## config.mk

```make
export PLATFORM = sky130hd
export DESIGN_NAME = lifo_stack
export DESIGN_NICKNAME = d
export VERILOG_FILES = /design/src/rtl/lifo_stack.sv
export SDC_FILE = /design/constraint.sdc
export NUM_CORES = 1
export LEC_CHECK = 0
export CAP_MARGIN = 40
export CORE_MARGIN = 3
export CORE_UTILIZATION = 60
export CTS_CLUSTER_SIZE = 20
export DETAILED_ROUTE_END_ITERATION = 10
export DONT_BUFFER_PORTS = 1
export GPL_TIMING_DRIVEN = 0
export PLACE_DENSITY = 0.87
export SYNTH_ARGS = -nofsm -noshare
export SYNTH_HDL_FRONTEND = slang
export SYNTH_SLANG_ARGS = --single-unit
```

## constraint.sdc

```tcl
create_clock -name clk -period 4.6 [get_ports clk]
set_input_delay 0.92 -clock clk [delete_from_list [all_inputs] [get_ports clk]]
set_output_delay 0.92 -clock clk [all_outputs]
set_load 0.01 [all_outputs]
```

## src/rtl/lifo_stack.sv

```systemverilog
// Parametrised LIFO stack with full/empty/count and error flags.
// Define STACK_ERR_STICKY_EN for sticky error flags with err_clr.
module lifo_stack #(
  parameter int WIDTH = 8,
  parameter int DEPTH = 32,
  localparam int CW = $clog2(DEPTH+1)
) (
  input  logic             clk,
  input  logic             rst_n,
  input  logic [WIDTH-1:0] d_in,
  input  logic             push,
  input  logic             pop,
`ifdef STACK_ERR_STICKY_EN
  input  logic             err_clr,
`endif
  output logic [WIDTH-1:0] d_out,
  output logic [CW-1:0]    count,
  output logic             empty,
  output logic             full,
  output logic             overflow,
  output logic             underflow
);

  localparam int AW = $clog2(DEPTH);

  logic [WIDTH-1:0] mem [DEPTH];
  logic [CW-1:0]    sp;
  logic [AW-1:0]    sp_lo;
  logic [AW-1:0]    rd_idx;
  logic [AW-1:0]    wa;
  logic             do_push;
  logic             do_pop;
  logic             do_rep;
  logic             ovf_ev;
  logic             unf_ev;
  logic             we;

  assign sp_lo = sp[AW-1:0];
  assign count = sp;
  assign empty = (sp == '0);
  assign full  = (sp == CW'(DEPTH));

  // push+pop on an empty stack behaves as a plain push
  assign do_push = push & (~pop | empty) & ~full;
  assign do_rep  = push & pop & ~empty;
  assign do_pop  = pop & ~push & ~empty;
  assign ovf_ev  = push & ~pop & full;
  assign unf_ev  = pop & ~push & empty;
  assign we      = rst_n & (do_push | do_rep);

  always_comb begin
    rd_idx = '0;
    if (!empty)
      rd_idx = sp_lo - AW'(1);
  end

  assign wa    = do_rep ? rd_idx : sp_lo;
  assign d_out = empty ? '0 : mem[rd_idx];

  always_ff @(posedge clk) begin
    if (we)
      mem[wa] <= d_in;
  end

  always_ff @(posedge clk) begin
    if (!rst_n) begin
      sp        <= '0;
      overflow  <= 1'b0;
      underflow <= 1'b0;
    end else begin
      if (do_push)
        sp <= sp + CW'(1);
      else if (do_pop)
        sp <= sp - CW'(1);
`ifdef STACK_ERR_STICKY_EN
      overflow  <= ovf_ev | (overflow & ~err_clr);
      underflow <= unf_ev | (underflow & ~err_clr);
`else
      overflow  <= ovf_ev;
      underflow <= unf_ev;
`endif
    end
  end

endmodule

```

==> summary by stage, run 1 <==
Run status
The flow ran to the end, but the final reports show violations. The checks that failed: setup timing.

Timing
In this run the tightest slew margin relative to its limit is 37.7%. For the pin with the worst max-slew slack, the measured transition is 0.932 ns. Setup violations remaining at the end of the flow were counted as 1.

The total count of max-transition violations in the final report came to 0. Counting I/O delays and the setup requirement, the final critical path takes 4.67 ns. The final count of hold timing violations came to 0. The highest attainable clock frequency is 214 MHz.

The share of the clock period used by the worst path after layout is 101%. Once routing completed, OpenROAD measured the worst setup slack at -0.0654 ns. The worst setup skew after layout is 0.0180 ns.

Layout
The number of antenna cells inserted is 0. The final net count is 863. Summing all multi-input logic gate instances after layout gives 3520 um2.

In the layout the commonest cells are edfxtp_1 (256), nand2_1 (65), mux2i_1 (56). The filler cells instantiated in the layout total 1082. The register area is 7850 um2. Relative to the synthesized area, the layout overhead comes to 13.6%. The most common library cell in the layout ignoring fill and taps is edfxtp_1. Cells with a size suffix above 1 make up 18.6% of the layout. The final design utilization is 70.5%.

Critical path
The worst setup path is captured at an output port. The startpoint identified for the worst register-to-register timing path is count[0]. The worst setup path is launched from a register. The critical path launch point is count[0]. The critical path goes through inv_6 > buf_8 > buf_8 > ha_4 > nor4b_4 > a21oi_1 > clkbuf_2 > clkbuf_2 > nand2_1 > a21oi_1 > nor4_4 > o32ai_4. The stage delay of the slowest cell on the critical path is 0.57 ns. Along the worst path, the maximum fanout reaches 11. The kind of critical path is register to output port. At the worst endpoint, the required time is 3.68 ns. The reg-to-reg critical path endpoint is mem[16][1]. The cell type of the slowest stage on the worst timing path is nor4_4. The worst register-to-register path has a depth of 12. Data on the critical path arrives at its endpoint at 3.75 ns. The setup check on the worst reg-to-reg path leaves a slack of 0.50 ns.

Floorplanning
In this run the core area contains 49 standard-cell rows. The overall die area is 20600 um2. During I/O placement, the number of pins put on the boundary was 30.

The area of the placeable core is 18300 um2. The die is 143 um wide. The die span in y is 143 um. The initial standard-cell utilization of the core is 62.1%.

CTS
Counting the buffers created by CTS gives 27. The maximum clock insertion buffer count is 3. The later-pin clock latency in the skew report is 0.54 ns. The clock slew at the register clock pins of the worst setup and hold paths is 0.06 ns. The number of hold buffers added after CTS was 0.

The tree is rooted in a clkbuf_16. CTS built an H-tree with a depth of 1. The clock tree from TritonCTS is built. The count of clock tree sinks is 264.

Route
The number of remaining DRC errors is 0. Wires add up to 30700 um. Dividing the detail-routed wire length by the instance count gives 28.2 um.

The number of DRC markers in iteration 0 is 1435. Dividing the detail-routed via count by the number of cells gives 7.27. The detail route stage leaves a number of antenna-violating nets equal to 0. The first TritonRoute pass finished after 6 iterations. The final route contains 7925 vias.

Hold path
The worst hold-check path type is input port to register. The cell depth of the worst min-delay path is 1. The startpoint of the most critical hold path is push. The worst hold path terminates at underflow.

Global routing
The first global-routing pass estimated 44600 um of wire. The initial antenna violation count is 0. For this run the aggregate overflow at the end of global routing stands at 0. The global routing usage summed across all routing layers is 28.9%.

The number of global-route vias before repair is 7565. The maximum number of pins on one net before global-route repair is 33.

Logic synthesis
The cell count after synthesis is 800. Counting every net in the synthesized netlist gives 819. The distinct cell type count of the synthesized netlist is 66. A synthesized cell averages 14.2 um2. The portion of the post-synthesis area used by sequential elements is 69.2%. The share of flip-flops with an asynchronous set or reset is 0%. The main flop type after synthesis is edfxtp_1. In this run, synthesis inferred 256 flip-flops with an integrated enable. The area of the mapped netlist is 11300 um2. The number of storage elements in the synthesis netlist is 264. For this run, the number of Yosys warnings is 0.

Placed design
The number of buffers added on ports is 0. The half-perimeter wire length after detailed placement is 18500 um. The worst slack at placement is -0.747 ns. The final RePlAce weighted congestion is 0.976.

Flow run
Across the run, the number of max-cap violations was 0.
==> cell families (layout without fill, tap and decap cells) <==
logic type	after synthesis	after routing	share of synthesized area (%)
flip-flops	264	264	69.2
AO/OA/AOI/OAI	207	207	13.0
AND/OR/NAND/NOR	197	197	8.13
multiplexers	65	65	5.94
buffers and inverters	54	115	2.22
adder cells (fa/ha/maj)	7	7	0.839
XOR/XNOR	6	6	0.629
==> what timing repair did <==
item | CTS | global route
pin swaps | 8 | 8
resized for setup | 53 | 47
buffers inserted | 9 | 0
endpoints found under the setup margin | 63 | 8
==> cell type report <==
cell class,instances,area share [%]
sequential,264,61.0
multi-input combinational,482,27.4
clock buffer,31,5.36
buffer,47,2.29
tap,229,2.22
timing repair buffer,15,0.835
clock inverter,15,0.729
inverter,7,0.243
==> layer usage <==
metal  vias to the layer above  global-route usage, %  wire (um)
met5                         -                      0          0
met4                         0                   12.6       1790
met3                       169                   8.55       4270
met2                       693                   44.5      14100
met1                      3821                   38.6      10600
li1                       3242                      -          -
==> metrics by stage <==
step	setup TNS [ns]	std cells	hold WS [ns]	instance area, um2
floorplan	0	800	0.614	11300
global placement	-9.23	1029	0.677	11600
detailed placement	-6.65	1033	0.714	11600
CTS	-0.0450	1088	0.449	12700
global route	-0.138	1090	0.448	12900
finish	-0.0654	1090	0.447	12900
==> critical path: cells and delay by family, from the launching register on <==
kind / cells / cell delay (ns)
buf+inv: 5 / 1.04
simple gates: 3 / 1.01
flops: 1 / 0.39
compound gates: 3 / 0.58
fa+ha+maj: 1 / 0.16
==> synthesized netlist by cell type, types with 4 or more instances <==
master | count | share of area (%)
edfxtp_1 | 256 | 68
nand2_1 | 66 | 2.2
nor2_1 | 57 | 1.9
mux2i_1 | 56 | 4.9
o21ai_0 | 45 | 2.0
a21oi_1 | 40 | 1.8
clkbuf_1 | 28 | 0.93
nor3_1 | 26 | 1.1
a31oi_1 | 15 | 0.83
a2111oi_0 | 13 | 1.0
nor2b_1 | 13 | 0.72
o221ai_1 | 13 | 1.0
a221o_1 | 12 | 1.1
buf_2 | 12 | 0.53
o22ai_1 | 9 | 0.50
a211oi_1 | 8 | 0.53
dfxtp_1 | 8 | 1.4
mux2_2 | 8 | 0.79
o211ai_1 | 8 | 0.53
nand3_1 | 7 | 0.31
nor4_1 | 7 | 0.39
o32ai_1 | 7 | 0.54
ha_1 | 6 | 0.66
o2bb2ai_1 | 6 | 0.46
a2111oi_2 | 5 | 0.66
inv_1 | 5 | 0.17
xnor2_1 | 5 | 0.39
a221oi_1 | 4 | 0.31
buf_6 | 4 | 0.40
==> worst max-delay path by stage <==
stage,to,slack (ns)
5_1_grt,d_out[5],-0.09
3_5_place_dp,d_out[3],-0.75
4_1_cts,d_out[5],-0.03
3_3_place_gp,d_out[5],-0.65
2_1_floorplan,d_out[4],0.56
6_report,d_out[5],-0.07
==> flip-flops by register name, indices dropped and copies added, names as in the netlist <==
name,flops
count,6
overflow,1
underflow,1
mem,256
Power of run 1 is not shown: default switching activity piles up to over one toggle a cycle in this logic, so the estimate is an artifact.
==> run 2: changes to the inputs <==
Settings changed: CORE_MARGIN 3 to 10, PLACE_DENSITY 0.87 to default, PLACE_DENSITY_LB_ADDON from default to 0.1.
Clock period 4.6 ns to 5 ns, I/O delays scaled along.
==> run 2 against run 1 <==
Effect of this change: the run now ends clean; count of clock-buffer cells in the layout is the same; critical path depth increased by 1; hold slack better by 0.090 ns; via count shrank 6.8%; register-to-register slack better by 0.41 ns; global-route usage is 5.6 points lower; non-clock buffer count decreased by 3; first-iteration DRC count decreased by 41%; sequential cell count unchanged; clock skew is 0.0092 ns lower; sequential share of layout area grew 0.92 points; critical endpoint is now d_out[2].
==> summary by stage, run 2 (synthesis gave the netlist of run 1 again) <==
Floorplanning
The number of top-level pins is 30 (unchanged). The area of the placeable core is 18600 um2 (+2.0%). The overall die area is 24800 um2 (+20%). The initial standard-cell utilization of the core came to 60.8% (-1.2 points). The die span in y came to 157 um (+9.8%). The standard-cell row count is 50 (+2.0%). The die width was 157 um (+9.8%).

Timing
The worst setup skew after layout was 0.00875 ns (-0.00921 ns). The worst path needs 4.84 ns of the cycle, external delays included. The number of failing setup endpoints in the final timing report is 0 (-1). Setup repair after global routing left no endpoint under its margin. The slew at the pin closest to its max-slew limit was 0.899 ns (-0.0326 ns). The final count of hold timing violations came to 0 (unchanged). The relative max-transition margin is 39.9% (+2.2 points). The highest attainable clock frequency is 207 MHz. The share of the clock period used by the worst path after layout is 96.7%.

The total count of max-transition violations in the final report was 0 (unchanged).

Pwr
The leakage power is 4.14 nW. For this design the ratio of total power to cell area is 731 nW/um2. The overall power after layout is 9.28 mW.

The peak ir drop on the vdd network is 0.387 mV.

Critical path
The kind of end point of the critical path is an output port. The number of cell instances on the worst register-to-register path is 8 (-4). The worst setup path is launched from a register. The reg-to-reg critical path endpoint is mem[14][4]. The worst setup path endpoint is d_out[2].

Walking the worst path, the cells encountered are inv_4 > buf_6 > buf_6 > ha_2 > or4b_4 > buf_6 > o21ai_4 > buf_4 > buf_4 > o22ai_1 > a2111oi_0 > o311a_1 > a22o_1. The critical path starts at count[0]. The worst path required time came to 4.00 ns (+0.32 ns). Among the stages of the critical path, the cell type that occurs most often is buf_6.

The stage delay of the slowest cell on the critical path is 0.47 ns (-0.10 ns). The worst setup path is of the register to output port kind. The worst reg2reg path startpoint is count[0]. The reg2reg setup slack came to 0.91 ns (+0.41 ns). The peak fanout along the critical path is 11 (unchanged). The data arrival time of the critical path is 3.84 ns (+0.09 ns). Among all stages on the critical path, the largest delay is contributed by or4b_4.

Placed design
The placed instance count is 1040 (+0.68%). The final RePlAce weighted congestion is 0.934 (-4.2%). The half-perimeter wire length after detailed placement is 19100 um (+3.2%). The number of buffers added on ports was 0 (unchanged).

Layout
The total of fill cells in the finished design was 1297 (+20%). The final net count was 859 (-0.46%). The number of cells in the finished layout apart from fillers was 1094 (+0.37%). The share of layout cells above drive strength 1 is 15.2% (-3.4 points). Leaving out fill and tap cells, the most frequent cell in the layout is edfxtp_1. The number of antenna cells inserted is 0 (unchanged). In the layout the commonest cells are edfxtp_1 (256), nand2_1 (66), nor2_1 (56), mux2i_1 (56), o21ai_0 (45).

The synthesis-to-finish area growth is 11.9%. The flip-flop count of the largest register after layout is 256 (unchanged). The largest register by flop count is mem.

CTS
The cell chosen for the clock root is clkbuf_16. The maximum clock insertion buffer count is 3 (unchanged). The number of buffers created by CTS is 26 (-3.7%). The maximum level of the CTS H-tree came to 1 (unchanged). The later-pin clock latency in the skew report is 0.53 ns (about the same).

The clock tree from TritonCTS is built. The clock slew at the register clock pins of the worst setup and hold paths is 0.06 ns (about the same). The hold-fix buffer count after cts is 0 (unchanged). The count of clock tree sinks is 264 (unchanged).

Route
The final routed wirelength across all metal layers is 28600 um (-6.9%). The number of remaining DRC errors is 0 (unchanged). The overall via count from detail_route is 7383 (-6.8%). The number of search-and-repair iterations in the first detailed-routing pass was 5 (-1). The routed wire length per instance is 26.2 um (-7.2%).

The via-per-instance ratio is 6.75 (-7.2%). The antenna violation net count after detailed routing is 0 (unchanged). The number of DRC markers in iteration 0 came to 843 (-41%).

Global routing
The initial antenna violation count is 0 (unchanged). The maximum number of pins on one net before global-route repair came to 33 (unchanged). The overflow left after global routing was 0 (unchanged). The number of global-route vias before repair came to 7306 (-3.4%).

The first-pass GRT wire length is 43600 um (-2.1%). The global routing usage summed across all routing layers is 23.3% (-5.6 points).

Flow run
The count of max-cap constraint violations is 0 (unchanged).

Run status
The flow ran to the end, and the final reports show no timing, DRC or antenna violations.

Hold path
The worst hold-check path type is input port to register. The cell depth of the worst min-delay path was 1 (unchanged).
[run 2: changes by cell type in the layout (fill, tap and decap cells not counted), moves of 4 or more]
cell | previous run | this run
a2111oi_0 | 6 | 12
a2111oi_1 | 4 | 0
buf_2 | 12 | 16
buf_4 | 14 | 8
clkbuf_1 | 12 | 22
clkbuf_2 | 18 | 8
clkinv_1 | 3 | 10
clkinv_2 | 8 | 4
[run 2: layout make-up]
| cell class | count | area (um2) | area share [%] |
|---|---|---|---|
| sequential | 264 | 7850 | 61.9 |
| multi-input combinational | 482 | 3370 | 26.6 |
| clock buffer | 31 | 691 | 5.44 |
| tap | 234 | 293 | 2.31 |
| buffer | 47 | 267 | 2.10 |
| clock inverter | 17 | 113 | 0.888 |
| timing repair buffer | 12 | 75.1 | 0.592 |
| inverter | 7 | 28.8 | 0.227 |
[run 2: report_power, final]
group          switching [mW]  total, mW  internal (mW)
combinational            3.20       4.84           1.64
clock                   0.807       1.84           1.04
sequential             0.0714       2.60           2.52
[run 2: routing by layer]
layer | wire length [um] | track usage [%] | share of wire [%]
met1 | 11500 | 31.6 | 40
met2 | 13200 | 36.3 | 46
met3 | 3000 | 5.32 | 10
met4 | 979 | 8.06 | 3.4
met5 | 0 | 0 | 0
[run 2: how the worst min path moves through the flow]
stage | from | endpoint
3_5_place_dp | count[3] | count[3]
3_3_place_gp | count[3] | count[3]
2_1_floorplan | count[1] | count[1]
5_1_grt | pop | overflow
4_1_cts | pop | overflow
6_report | push | underflow
[run 2: through the flow]
step / area, um2 / utilization, % / worst slack, ns / hold WS [ns] / TNS (ns)
detailed placement: 11700 / 62.6 / -0.433 / 0.708 / -2.34
global route: 12700 / 68.0 / 0.0446 / 0.533 / 0
global placement: 11600 / 62.4 / -0.340 / 0.717 / -1.82
CTS: 12600 / 67.7 / 0.0132 / 0.533 / 0
floorplan: 11300 / - / 0.884 / 0.614 / 0
finish: 12700 / 68.0 / 0.164 / 0.537 / 0
[run 2: timing repair]
action	in CTS	in global routing
gates cloned	0	0
buffers inserted	5	0
hold endpoints to repair	0	0
setup endpoints to repair	9	8
resized for setup	29	27
pin swaps	4	4
[run 2: critical path, delay by kind of cell, from the launching register on]
family / cells / cell delay (ns)
AO/OA/AOI/OAI: 5 / 1.24
AND/OR/NAND/NOR: 1 / 0.47
flip-flops: 1 / 0.38
buffers and inverters: 6 / 0.96
adder cells (fa/ha/maj): 1 / 0.23
Power figures use the tool's default switching activity.
==> run 3: changes to the inputs <==
Settings changed: PLACE_DENSITY_LB_ADDON 0.1 to 0.2, SLEW_MARGIN from default to 10.
==> run 3 against run 2 <==
Effect of this change: non-clock buffer count decreased by 4; hold slack improved by 0.0079 ns; count of clock-buffer cells in the layout increased by 1; worst setup slack got worse by 0.075 ns.
==> summary by stage, run 3 (synthesis gave the netlist of run 1 again) <==
Layout
The flip-flop count of the largest register after layout is 256 (unchanged). The final design utilization was 68.1% (+0.074 points). The share of layout cells above drive strength 1 came to 14.4% (-0.85 points).

Leaving out fill and tap cells, the most frequent cells in the layout are edfxtp_1 (256), nand2_1 (66), nor2_1 (57). The number of antenna cells inserted is 0 (unchanged). The register area was 7850 um2 (unchanged). The largest register by flop count is mem. The total of fill cells in the finished design is 1253 (-3.4%). The most common library cell in the layout ignoring fill and taps is edfxtp_1. The final design instance area without fill is 12700 um2 (+0.11%). The final net count is 855 (-0.47%). The area of the multi-input gates is 3370 um2 (+0.11%). The synthesis-to-finish area growth is 12.0%.

Floorplanning
The die width was 157 um (unchanged). The area of the placeable core was 18600 um2 (unchanged). The initial standard-cell utilization of the core is 60.8% (unchanged). The number of top-level pins came to 30 (unchanged). The overall die area is 24800 um2 (unchanged). The standard-cell row count is 50 (unchanged). The die span in y was 157 um (unchanged).

Route
The final routed wirelength across all metal layers is 29000 um (+1.2%). The routed wire length per instance is 26.6 um (+1.7%). The number of remaining DRC errors is 0 (unchanged).

The number of DRC markers in iteration 0 came to 1249 (+48%). The number of search-and-repair iterations in the first detailed-routing pass is 6 (+1). The overall via count from detail_route was 7472 (+1.2%). The via-per-instance ratio is 6.86 (+1.7%). The antenna violation net count after detailed routing is 0 (unchanged).

Timing
The clock period minus worst slack is 4.91 ns (+0.0753 ns). The number of failing setup endpoints in the final timing report is 0 (unchanged). The worst setup skew after layout is 0.00880 ns (+0.0000449 ns).

The share of the clock period used by the worst path after layout is 98.2% (+1.5 points). The highest attainable clock frequency was 204 MHz (-1.5%). The worst path setup slack after routing is 0.0885 ns (-0.0753 ns). The total count of max-transition violations in the final report is 0 (unchanged). The final count of hold timing violations came to 0 (unchanged). The slew at the pin closest to its max-slew limit is 0.932 ns (+0.0327 ns). The relative max-transition margin is 36.3% (-3.6 points).

Critical path
The cell with the most instances on the worst path is buf_6. The stage delay of the slowest cell on the critical path came to 0.52 ns (+0.05 ns). Traced cell by cell, the critical path runs through inv_4 > buf_6 > buf_6 > ha_2 > or4b_4 > buf_6 > o21ai_4 > buf_4 > o22ai_1 > a2111oi_0 > a211oi_1 > o32ai_2. The worst path required time is 4.00 ns (about the same). The critical path launch point type is a register. The peak fanout along the critical path was 11 (unchanged). The kind of end point of the critical path is an output port.

The data arrival time of the critical path came to 3.91 ns (+0.07 ns). The largest individual stage delay along the critical path comes from the cell a2111oi_0. The kind of critical path is register to output port.

Global routing
The global routing usage summed across all routing layers is 23.4% (+0.10 points). The overflow left after global routing is 0 (unchanged). The met2 track demand over resource came to 35.5% (-0.73 points).

The number of global-route vias before repair is 7272 (-0.47%). The initial antenna violation count is 0 (unchanged). The maximum number of pins on one net before global-route repair came to 33 (unchanged). In this run the most used layer during global routing was met2. The global routing usage on met1 is 31.9% (+0.36 points). The first-pass GRT wire length is 43600 um (about the same). The routing usage on met3 is 6.17% (+0.85 points).

CTS
The maximum clock insertion buffer count is 3 (unchanged). The cell chosen for the clock root is clkbuf_16. The maximum level of the CTS H-tree is 1 (unchanged). TritonCTS built the clock tree. The number of buffers created by CTS is 26 (unchanged). The count of clock tree sinks came to 264 (unchanged). The later-pin clock latency in the skew report is 0.53 ns (about the same). The clock slew at the register clock pins of the worst setup and hold paths is 0.06 ns (about the same).

Placed design
The half-perimeter wire length after detailed placement is 19400 um (+1.6%). The worst slack at placement is -0.588 ns (-0.155 ns). The placed standard-cell area is 11700 um2 (about the same).

The final RePlAce weighted congestion was 0.988 (+5.8%). The number of buffers added on ports is 0 (unchanged).

Flow run
The count of max-cap constraint violations is 0 (unchanged).

Run status
The run finished with clean final reports.

Hold path
The worst hold path belongs to the class input port to register.
[run 3: cell count changes in the layout (fill, tap and decap cells not counted), sizes merged]
cell,change
buf,-3
clkinvlp,-2
bufinv,+2
clkinv,-2
[run 3: what timing repair did]
action,CTS,global route
resized for setup,27,23
endpoints found under the setup margin,9,8
pin swaps,4,2
endpoints found under the hold margin,0,0
hold buffers,0,0
setup buffers,4,0
[run 3: stage by stage]
| step | std cells | hold WS [ns] | TNS, ns |
|---|---|---|---|
| after detailed placement | 1038 | 0.727 | -2.87 |
| final | 1089 | 0.545 | 0 |
| after CTS | 1089 | 0.531 | 0 |
| after global placement | 1034 | 0.711 | -2.05 |
| after global routing | 1089 | 0.532 | -0.0290 |
| after floorplan | 800 | 0.614 | 0 |
[run 3: final cells by class]
cell class              instances  share of cell area (%)
flip-flops and latches        264                    61.8
multi-input cells             482                    26.6
clock buffers                  32                    5.47
well taps                     234                    2.31
plain buffers                  47                    2.07
clock inverters                15                    1.12
repair buffers                  8                   0.433
inverters                       7                   0.227
[run 3: layer usage]
metal  routed length (um)  up-vias  share of wire (%)
li1                     -     3238                  -
met4                  824        0                2.8
met5                    0        -                  0
met1                11400     3688                 39
met2                13400      471                 46
met3                 3400       75                 12
[run 3: path summary, 6_finish.rpt]
kind | slack [ns] | cells past startpoint | from | to
min reg2reg | 0.73 | 3 | count[3] | count[3]
max | 0.09 | 12 | count[0] | d_out[6]
min | 0.54 | 1 | pop | overflow
max reg2reg | 0.95 | 8 | count[0] | mem[0][5]
[run 3: critical path: cells and delay by family (launching register included)]
family                   cells  cell delay (ns)
AO/OA/AOI/OAI                5             1.47
adder cells (fa/ha/maj)      1             0.24
buffers and inverters        5             0.82
flip-flops                   1             0.38
AND/OR/NAND/NOR              1             0.47
Power of run 3 is left out for the same reason.
